File: src/rtl/ifid_queue.sv
// Fetch-to-decode instruction queue: circular FIFO of (pc, inst) pairs with flush.
// Optional same-cycle bypass into an empty queue when IFID_QUEUE_BYPASS_EN is defined.
module ifid_queue #(
    parameter int DEPTH = 4,
    parameter int CW    = 32
) (
    input  logic                     clk,
    input  logic                     rst,
    input  logic                     in_valid,
    input  logic [CW-1:0]            in_pc,
    input  logic [CW-1:0]            in_inst,
    output logic                     in_ready,
    input  logic                     jump_stall,
    input  logic                     full_stall,
    input  logic                     flush,
    output logic                     out_valid,
    output logic [CW-1:0]            out_pc,
    output logic [CW-1:0]            out_inst,
    output logic [$clog2(DEPTH):0]   count
);
    localparam int AW = $clog2(DEPTH);
    localparam logic [AW:0] FULL_CNT = (AW+1)'(DEPTH);

    logic [CW-1:0] pc_mem   [DEPTH];
    logic [CW-1:0] inst_mem [DEPTH];
    logic [AW-1:0] wr_ptr, rd_ptr;
    logic [AW:0]   cnt_q;
    logic          stall, has_data, byp, push, pop;

    assign stall    = jump_stall | full_stall;
    assign has_data = (cnt_q != '0);
    assign in_ready = (cnt_q != FULL_CNT);
    assign count    = cnt_q;

`ifdef IFID_QUEUE_BYPASS_EN
    // An instruction arriving at an idle, unstalled queue goes straight to decode.
    assign byp = !has_data && in_valid && !stall && !flush;
`else
    assign byp = 1'b0;
`endif

    assign push = in_valid && in_ready && !flush && !byp;
    assign pop  = has_data && !stall && !flush;

    always_comb begin
        out_valid = 1'b0;
        out_pc    = '0;
        out_inst  = '0;
        if (has_data) begin
            out_valid = 1'b1;
            out_pc    = pc_mem[rd_ptr];
            out_inst  = inst_mem[rd_ptr];
        end else if (byp) begin
            out_valid = 1'b1;
            out_pc    = in_pc;
            out_inst  = in_inst;
        end
    end

    // Storage is not reset; occupancy alone decides what is visible.
    always_ff @(posedge clk) begin
        if (push && rst) begin
            pc_mem[wr_ptr]   <= in_pc;
            inst_mem[wr_ptr] <= in_inst;
        end
    end

    always_ff @(posedge clk) begin
        if (!rst || flush) begin
            cnt_q  <= '0;
            wr_ptr <= '0;
            rd_ptr <= '0;
        end else begin
            if (push) wr_ptr <= wr_ptr + 1'b1;
            if (pop)  rd_ptr <= rd_ptr + 1'b1;
            case ({push, pop})
                2'b10:   cnt_q <= cnt_q + 1'b1;
                2'b01:   cnt_q <= cnt_q - 1'b1;
                default: cnt_q <= cnt_q;
            endcase
        end
    end
endmodule
File: config.mk
export PLATFORM = sky130hd
export DESIGN_NAME = ifid_queue
export DESIGN_NICKNAME = d
export VERILOG_FILES = /design/src/rtl/ifid_queue.sv
export SDC_FILE = /design/constraint.sdc
export NUM_CORES = 1
export LEC_CHECK = 0
export ABC_AREA = 0
export BUFFER_PORTS_ARGS = -buffer_cell sky130_fd_sc_hd__buf_2
export CAP_MARGIN = 40
export CORE_MARGIN = 2
export CORE_UTILIZATION = 41
export DETAILED_ROUTE_END_ITERATION = 7
export GPL_TIMING_DRIVEN = 0
export PLACE_DENSITY = 0.71
export REMOVE_ABC_BUFFERS = 1
export SYNTH_ARGS = -nofsm -noshare
export SYNTH_HDL_FRONTEND = slang
export SYNTH_SLANG_ARGS = --single-unit
File: constraint.sdc
create_clock -name clk -period 2.8 [get_ports clk]
set_clock_uncertainty 0.15 [all_clocks]
set_input_delay 0.56 -clock clk [delete_from_list [all_inputs] [get_ports clk]]
set_output_delay 0.56 -clock clk [all_outputs]
set_load 0.01 [all_outputs]
**Word level (Yosys, flattened, before mapping)**

Memory sizes are Yosys's and may differ from the RTL's. A register that Yosys moved wholly into a read port is not among the register bits.
Cells that the tools add are included.

- Memories: 2
- Logic and storage cells: 34
- Bits of input ports: 70
- Register bits: 7
- Memory bits (writable): 256
- Output and inout port bits: 69

Memory list:

| memory | words | width | rd ports | clocked after memory_dff | wr ports | line | source |
|---|---|---|---|---|---|---|---|
| inst_mem | 4 | 32 | 1 | 1 | 1 | 25 | `logic [CW-1:0] inst_mem [DEPTH];` |
| pc_mem | 4 | 32 | 1 | 1 | 1 | 24 | `logic [CW-1:0] pc_mem [DEPTH];` |

- $add $sub $neg: 4
- Multiplexer cells: 10
- Reductions and logical operators: 11
- Bitwise gates (word level): 1
- Equal/unequal tests: 3

Operator list:

| cell | number |
|---|---|
| two-way mux 32 bit | 2 |
| two-way mux 2 bit | 4 |
| case mux 3 bit (2 select lines) | 1 |
| logical AND 1 bit | 5 |
| adder 2 x 1 -> 2 bit, second input constant | 2 |
| adder 3 x 1 -> 3 bit, second input constant | 1 |
| logical NOT 1 bit | 3 |
| two-way mux 1 bit | 3 |
| inequality test 3 bit, second input constant | 1 |
| nonzero test 3 bit | 1 |
| subtractor 3 x 1 -> 3 bit, second input constant | 1 |
| == test 2 x 1 -> 1 bit, second input constant | 1 |
| == test 2 bit, second input constant | 1 |
| nonzero test 2 bit | 1 |
| logical OR 1 bit | 1 |
| OR 1 bit | 1 |

**Depth between registers and ports, before layout**

Gate-level depths: netlist of the first run.

- Depth after elaboration: 6
- Depth in mapped cells: 9
- Mapped depth without buffers: 9

**Worst setup path after synthesis of the first run**

Ideal clock, no wire load.

- Kind: input -> register
- Start: in flush
- End: mem inst_mem[1][0] (enable)
- Cell stages on the path: 3
- Setup time: 0.429 ns
- Arrival: 2.524 ns
- Setup slack: -0.303 ns
- Path buffers: 0
- Data required time: 2.221 ns
- Cells stage by stage: and2b_4 -> and2_4 -> and3_1

- Word-level cells in the longest chain between the ends: 5

RTL lines:

| what | line | source |
|---|---|---|
| from (decl) | 15 | `input logic flush,` |
| logical NOT 1 bit | 42 | `assign push = in_valid && in_ready && !flush && !byp;` |
| logical AND 1 bit | 42 |  |
| logical AND 1 bit | 62 | `if (push && rst) begin` |
| two-way mux 1 bit | 62 |  |
| two-way mux 1 bit (not written as such) | 64 | `inst_mem[wr_ptr] <= in_inst;` |
| to (decl) | 25 |  |

Every way passes these cells.

==> results.sh, run 1 <==
export IMPL_cts_tree="done"
export IMPL_grt_max_degree=37
export IMPL_dieArea_um2=26080
export IMPL_root_buffer="clkbuf_16"
export IMPL_cts_hold_fix_buffers=0
export IMPL_fin_crit_ns=2.774
export IMPL_cp_max_fo=7
export IMPL_rr_endpoint="count[2]$_SDFFE_PP0P_"
export IMPL_r2r_cells=9
export IMPL_drive_above_1_share_pct=46.68
export IMPL_rr_startpoint="count[2]$_SDFFE_PP0P_"
export IMPL_final_common_cell="edfxtp_1"
export IMPL_yosysTopAreaCell="edfxtp_1"
export IMPL_vdd_drop_max_v=0.0005454
export IMPL_insertedDiodeCount=0
export IMPL_die_w_um=161.5
export IMPL_path_cells="buf_6 > clkbuf_16 > mux4_2 > and2_1 > buf_2"
export IMPL_drv_cap=0
export IMPL_maxSlewHeadroom_pct=62.87
export IMPL_max_freq_mhz=360.5
export IMPL_syn_inst=461
export IMPL_crit_family="multiplexers"
export IMPL_drt_first_iter_violations=267
export IMPL_report_power_total_w=0.008541
export IMPL_worst_pin_slew_ns=0.5570
export IMPL_final_max_slew_violation_count=0
export IMPL_crit_path_end_kind="output port"
export IMPL_cp_num_buf_inv=3
export IMPL_hold_class="in2reg"
export IMPL_grt_overflow=0
export IMPL_cts_num_sinks=265
export IMPL_die_h_um=161.5
export IMPL_placed_cell_area_um2=11310
export IMPL_crit_type="reg2out"
export IMPL_antenna_left=0
export IMPL_setup_viol=0
export IMPL_gp_congestion=0.7212
export IMPL_crit_cells=5
export IMPL_synthFlopType="edfxtp_1"
export IMPL_drcViolationCount=0
export IMPL_wl_per_cell_um=20.38
export IMPL_synth_top_cells_by_area="edfxtp_1 76%, mux4_2 14%, and2_1 3.9%"
export IMPL_netlist_area_um2=10170
export IMPL_slowest_stage="mux4_2"
export IMPL_layout_nets=702
export IMPL_fin_area_um2=12660
export IMPL_final_hold_viol_count=0
export IMPL_start_util_pct=41.82
export IMPL_clockBufferDepth=3
export IMPL_p_per_area_nw_per_um2=674.5
export IMPL_row_count=57
export IMPL_numCtsBuffers=28
export IMPL_cpPeakStageDelay_ns=0.49
export IMPL_core_area_um2=24320
export IMPL_avgSynthCellArea_um2=22.06
export IMPL_boundaryPins=139
export IMPL_synth_edff_count=256
export IMPL_io_buffers=138
export IMPL_path_clk_slew_ns=0.07
export IMPL_htree_levels=1
export IMPL_grt_pass1_vias=5415
export IMPL_synth_cell_type_count=29
export IMPL_worstSetupStartpointType="flop"
export IMPL_totalNegativeSetupSlack_ns=0
export IMPL_synth_top_area_share_pct=75.59
export IMPL_synth_seq_area_share_pct=77.36
export IMPL_critPathCapture="out_pc[14]"
export IMPL_outcome="completed"
export IMPL_cp_required_ns=2.09
export IMPL_fillers=1941
export IMPL_grt_use_total_pct=14.76
export IMPL_worstPathArrival_ns=2.06
export IMPL_num_vias=4962
export IMPL_min_period_over_period_pct=99.06
export IMPL_area_delta_synth_final_pct=24.51
export IMPL_hpwlAfterDp_mm=11.19
export IMPL_ys_warn_count=0
export IMPL_yosys_register_bits=265
export IMPL_totalWireLength_mm=19.79
export IMPL_clock_latency_ns=0.53
export IMPL_grt_pass1_wl_mm=29.90
export IMPL_grt_antenna_before_repair=0
export IMPL_first_pass_iters=4
export IMPL_final_cell_mix="256 x edfxtp_1, 119 x buf_2, 64 x mux4_2"
export IMPL_leakage_nw=4.325
export IMPL_rsz0062_at_grt="true"
export IMPL_avgViaCountPerCell=5.110
export IMPL_reg2reg_slack_ns=0.23
export IMPL_async_flop_share_pct=0
## cells by family after synthesis
family,count (synthesis),synth area share (%)
DFF,265,77.36
and+or+nand+nor,86,5.376
muxes,64,14.17
buffers and inverters,28,1.587
AOI/OAI and AO/OA,10,0.5167
adders and majority gates,6,0.8120
xor gates and xnor gates,2,0.1723
## metal layers
metal | GRT usage [%] | share of wire, % | vias up
met5 | 0 | 0 | -
met4 | 4.140 | 1.8 | 0
met3 | 3.056 | 5.2 | 28
met2 | 25.21 | 50 | 139
met1 | 19.30 | 43 | 2590
li1 | - | - | 2205
## how the worst min path moves through the flow
stage / from / endpoint / slack (ns) / depth (start not counted)
final: in_pc[26] / pc_mem[2][26]$_DFFE_PP_ / 0.09 / 1
after global routing: in_pc[21] / pc_mem[2][21]$_DFFE_PP_ / 0.08 / 1
after CTS: in_pc[26] / pc_mem[2][26]$_DFFE_PP_ / 0.07 / 1
after detailed placement: wr_ptr[0]$_SDFFE_PP0P_ / wr_ptr[0]$_SDFFE_PP0P_ / 0.34 / 2
after global placement: wr_ptr[0]$_SDFFE_PP0P_ / wr_ptr[0]$_SDFFE_PP0P_ / 0.32 / 2
after floorplan: rd_ptr[1]$_SDFFE_PP0P_ / flop / 0.31 / 2
## Yosys cell counts (2+ instances only)
master / n
inv_1: 5
a21oi_1: 5
buf_2: 6
nor2_1: 4
or3_1: 4
inv_2: 2
and3_1: 4
ha_1: 5
clkbuf_1: 8
buf_6: 6
edfxtp_1: 256
xor2_1: 2
dfxtp_1: 9
mux4_2: 64
and2_1: 64
o21ai_1: 2
o21ai_0: 2
nand4_1: 2
## layout make-up
class                           instances  area (um2)  share of cell area (%)
Inverter                                7       31.28                  0.2470
Clock inverter                         17       244.0                   1.927
Sequential cell                       265        7875                   62.19
Tap cell                              324       405.4                   3.202
Multi-Input combinational cell        168        2230                   17.61
Clock buffer                           34       744.5                   5.879
Timing Repair Buffer                  156        1132                   8.943
## flip-flops by register name (all words and copies together), names as in the netlist, named ones only
| name | cells |
|---|---|
| pc_mem | 128 |
| inst_mem | 128 |
| count | 3 |
| rd_ptr | 2 |
| wr_ptr | 2 |
## repair_timing
item	4_1_cts	5_1_grt
gates cloned	0	3
endpoints found under the hold margin	0	0
gates resized for setup	5	45
buffers inserted	6	2
endpoints found under the setup margin	64	48
pin swaps	1	1
## stage by stage
stage / worst slack (ns) / util (%) / hold WS (ns) / instances
after floorplan: -1.474 / - / 0.3087 / 440
after global placement: -2.772 / 45.77 / 0.3195 / 902
after detailed placement: 0.001203 / 46.49 / 0.3389 / 909
after CTS: -0.001007 / 50.94 / 0.07402 / 966
after global routing: -0.04458 / 52.07 / 0.08077 / 971
final: 0.02637 / 52.07 / 0.09449 / 971
## where the power goes
| part | internal [W] | total [W] | switching, W |
|---|---|---|---|
| clock | 0.00244 | 0.00389 | 0.00145 |
| combinational | 0.000121 | 0.000259 | 0.000138 |
| sequential | 0.00438 | 0.00439 | 0.00000962 |
| total | 0.00695 | 0.00854 | 0.00159 |
## worst register-to-register path, delay by kind of cell, from the launching register on
family | cells | cell delay (ns)
AND/OR/NAND/NOR | 3 | 0.98
adder cells (fa/ha/maj) | 2 | 0.56
flip-flops | 1 | 0.41
XOR/XNOR | 1 | 0.16
AO/OA/AOI/OAI | 1 | 0.14
buffers and inverters | 2 | 0.12
Note: power is estimated with default switching activity, not from simulation.
==> run 2: changes to the inputs <==
==> config.mk (replaced) <==
export PLATFORM = sky130hd
export DESIGN_NAME = ifid_queue
export DESIGN_NICKNAME = d
export VERILOG_FILES = /design/src/rtl/ifid_queue.sv
export SDC_FILE = /design/constraint.sdc
export NUM_CORES = 1
export LEC_CHECK = 0
export ABC_AREA = 0
export CAP_MARGIN = 40
export CORE_MARGIN = 2
export CORE_UTILIZATION = 41
export DETAILED_ROUTE_END_ITERATION = 7
export DONT_BUFFER_PORTS = 1
export GPL_TIMING_DRIVEN = 0
export PLACE_DENSITY = 0.66
export SYNTH_ARGS = -nofsm -noshare
export SYNTH_HDL_FRONTEND = slang
export SYNTH_SLANG_ARGS = --single-unit
==> run 2 against run 1 <==
Non-clock buffer count shrank 66. Sequential share of layout area up 2.2 points. Fmax increased by 2.5%. Global-route usage hardly changed. Hold slack improved by 0.014 ns. Design area down 3.4%. Clock power shrank 17%. Largest cell class unchanged. Highest routed layer unchanged.
==> results.sh, run 2 (synthesis results as in run 1) <==
export IMPL_clock_latency_ns=0.51
export IMPL_area_delta_synth_final_pct=20.23
export IMPL_timing_final_ws_setup_ns=0.09453
export IMPL_insertedDiodeCount=0
export IMPL_grt_pass1_vias=5193
export IMPL_antenna_left=0
export IMPL_grt_use_total_pct=14.78
export IMPL_cp_required_ns=2.09
export IMPL_grt_antenna_before_repair=0
export IMPL_start_util_pct=41.82
export IMPL_drv_cap=0
export IMPL_synthesis_nets=537
export IMPL_htree_levels=1
export IMPL_io_buffers=0
export IMPL_max_freq_mhz=369.6
export IMPL_drt_first_iter_violations=251
export IMPL_hold_class="in2reg"
export IMPL_boundaryPins=139
export IMPL_min_period_over_period_pct=96.62
export IMPL_final_hold_viol_count=0
export IMPL_leakage_nw=3.836
export IMPL_hpwlAfterDp_mm=11.57
export IMPL_drive_above_1_share_pct=24.39
export IMPL_fin_crit_ns=2.705
export IMPL_outcome="completed"
export IMPL_final_max_slew_violation_count=0
export IMPL_first_pass_iters=5
export IMPL_setup_viol=0
export IMPL_multi_input_area_um2=2167
export IMPL_totalNegativeSetupSlack_ns=0
export IMPL_core_area_um2=24320
export IMPL_final_core_util_pct=50.28
export IMPL_root_buffer="clkbuf_16"
export IMPL_worst_pin_slew_ns=0.5206
export IMPL_cp_max_fo=10
export IMPL_drcViolationCount=0
export IMPL_gp_congestion=0.7548
export IMPL_final_cell_mix="256 x edfxtp_1, 64 x mux4_2, 64 x and2_1, 64 x dlygate4sd3_1, 27 x clkbuf_16"
export IMPL_rsz0062_at_grt="true"
export IMPL_avgViaCountPerCell=5.176
export IMPL_final_common_cell="edfxtp_1"
export IMPL_grt_pass1_wl_mm=29.67
export IMPL_p_per_area_nw_per_um2=642.4
export IMPL_cts_tree="done"
export IMPL_grt_overflow=0
export IMPL_worstSetupStartpointType="flop"
export IMPL_path_clk_slew_ns=0.06
export IMPL_dieArea_um2=26080
export IMPL_wl_per_cell_um=21.18
export IMPL_totalWireLength_mm=19.11
export IMPL_holdWs_ns=0.1087
export IMPL_grt_max_degree=43
export IMPL_maxSlewHeadroom_pct=65.29
export IMPL_clockBufferDepth=3
export IMPL_seq_area_um2=7871
export IMPL_die_w_um=161.5
export IMPL_worstPathArrival_ns=2.00
export IMPL_vdd_drop_max_v=0.0004543
export IMPL_numCtsBuffers=27
export IMPL_post_place_ws_ns=0.1155
export IMPL_cts_num_sinks=265
export IMPL_num_vias=4669
export IMPL_layout_nets=635
export IMPL_die_h_um=161.5
export IMPL_crit_path_end_kind="output port"
export IMPL_report_power_total_w=0.007855
export IMPL_fillers=1938
export IMPL_row_count=57
export IMPL_crit_type="reg2out"
run 2: changes by cell type in the layout (fill, tap and decap cells not counted), sizes merged:
cell / previous run / this run
buf: 153 / 18
dlygate4sd3: 0 / 64
clkbuf: 37 / 46
bufinv: 6 / 0
inv: 8 / 7
run 2: layout make-up:
cell class / instances / area share [%]
flip-flops and latches: 265 / 64.38
multi-input cells: 168 / 17.72
clock inverters: 10 / 0.4503
plain buffers: 21 / 1.607
clock buffers: 38 / 6.109
well taps: 324 / 3.316
repair buffers: 69 / 6.201
inverters: 7 / 0.2149
run 2: repair_timing:
item                                    in CTS  in global routing
resized for setup                           12                 17
buffers inserted                             0                  1
pin swaps                                    0                  1
endpoints found under the hold margin      256                  0
hold buffers                                64                  0
endpoints found under the setup margin      57                 59
run 2: routing by layer:
metal | track usage, % | part of all wire, % | up-vias | wire, um
li1 | - | - | 2069 | -
met1 | 19.50 | 41 | 2436 | 7905
met2 | 24.75 | 50 | 141 | 9583
met3 | 4.006 | 7.2 | 23 | 1376
met4 | 3.328 | 1.3 | 0 | 240
met5 | 0 | 0 | - | 0
run 2: final timing paths:
check / from / end / slack, ns / depth (start not counted)
max reg2reg: count[2]$_SDFFE_PP0P_ / count[2]$_SDFFE_PP0P_ / 0.22 / 9
max: flop / out_inst[0] / 0.09 / 4
min reg2reg: rd_ptr[1]$_SDFFE_PP0P_ / flop / 0.35 / 2
min: rst / count[2]$_SDFFE_PP0P_ / 0.11 / 2
run 2: critical path: stages, from the launching register on:
cell	delay [ns]
dfxtp_1	0.30
buf_2	0.27
buf_2	0.34
mux4_2	0.35
and2_1	0.22
run 2: through the flow:
step                std cells  cell area [um2]
floorplan                 461            10170
global placement          785            10580
global route              902            12230
CTS                       901            12180
finish                    902            12230
detailed placement        789            10710
run 2: report_power, final:
part	switching, W	internal, W	total (W)
clock	0.00137	0.00185	0.00322
sequential	0.00000941	0.00438	0.00439
combinational	0.000128	0.000117	0.000245
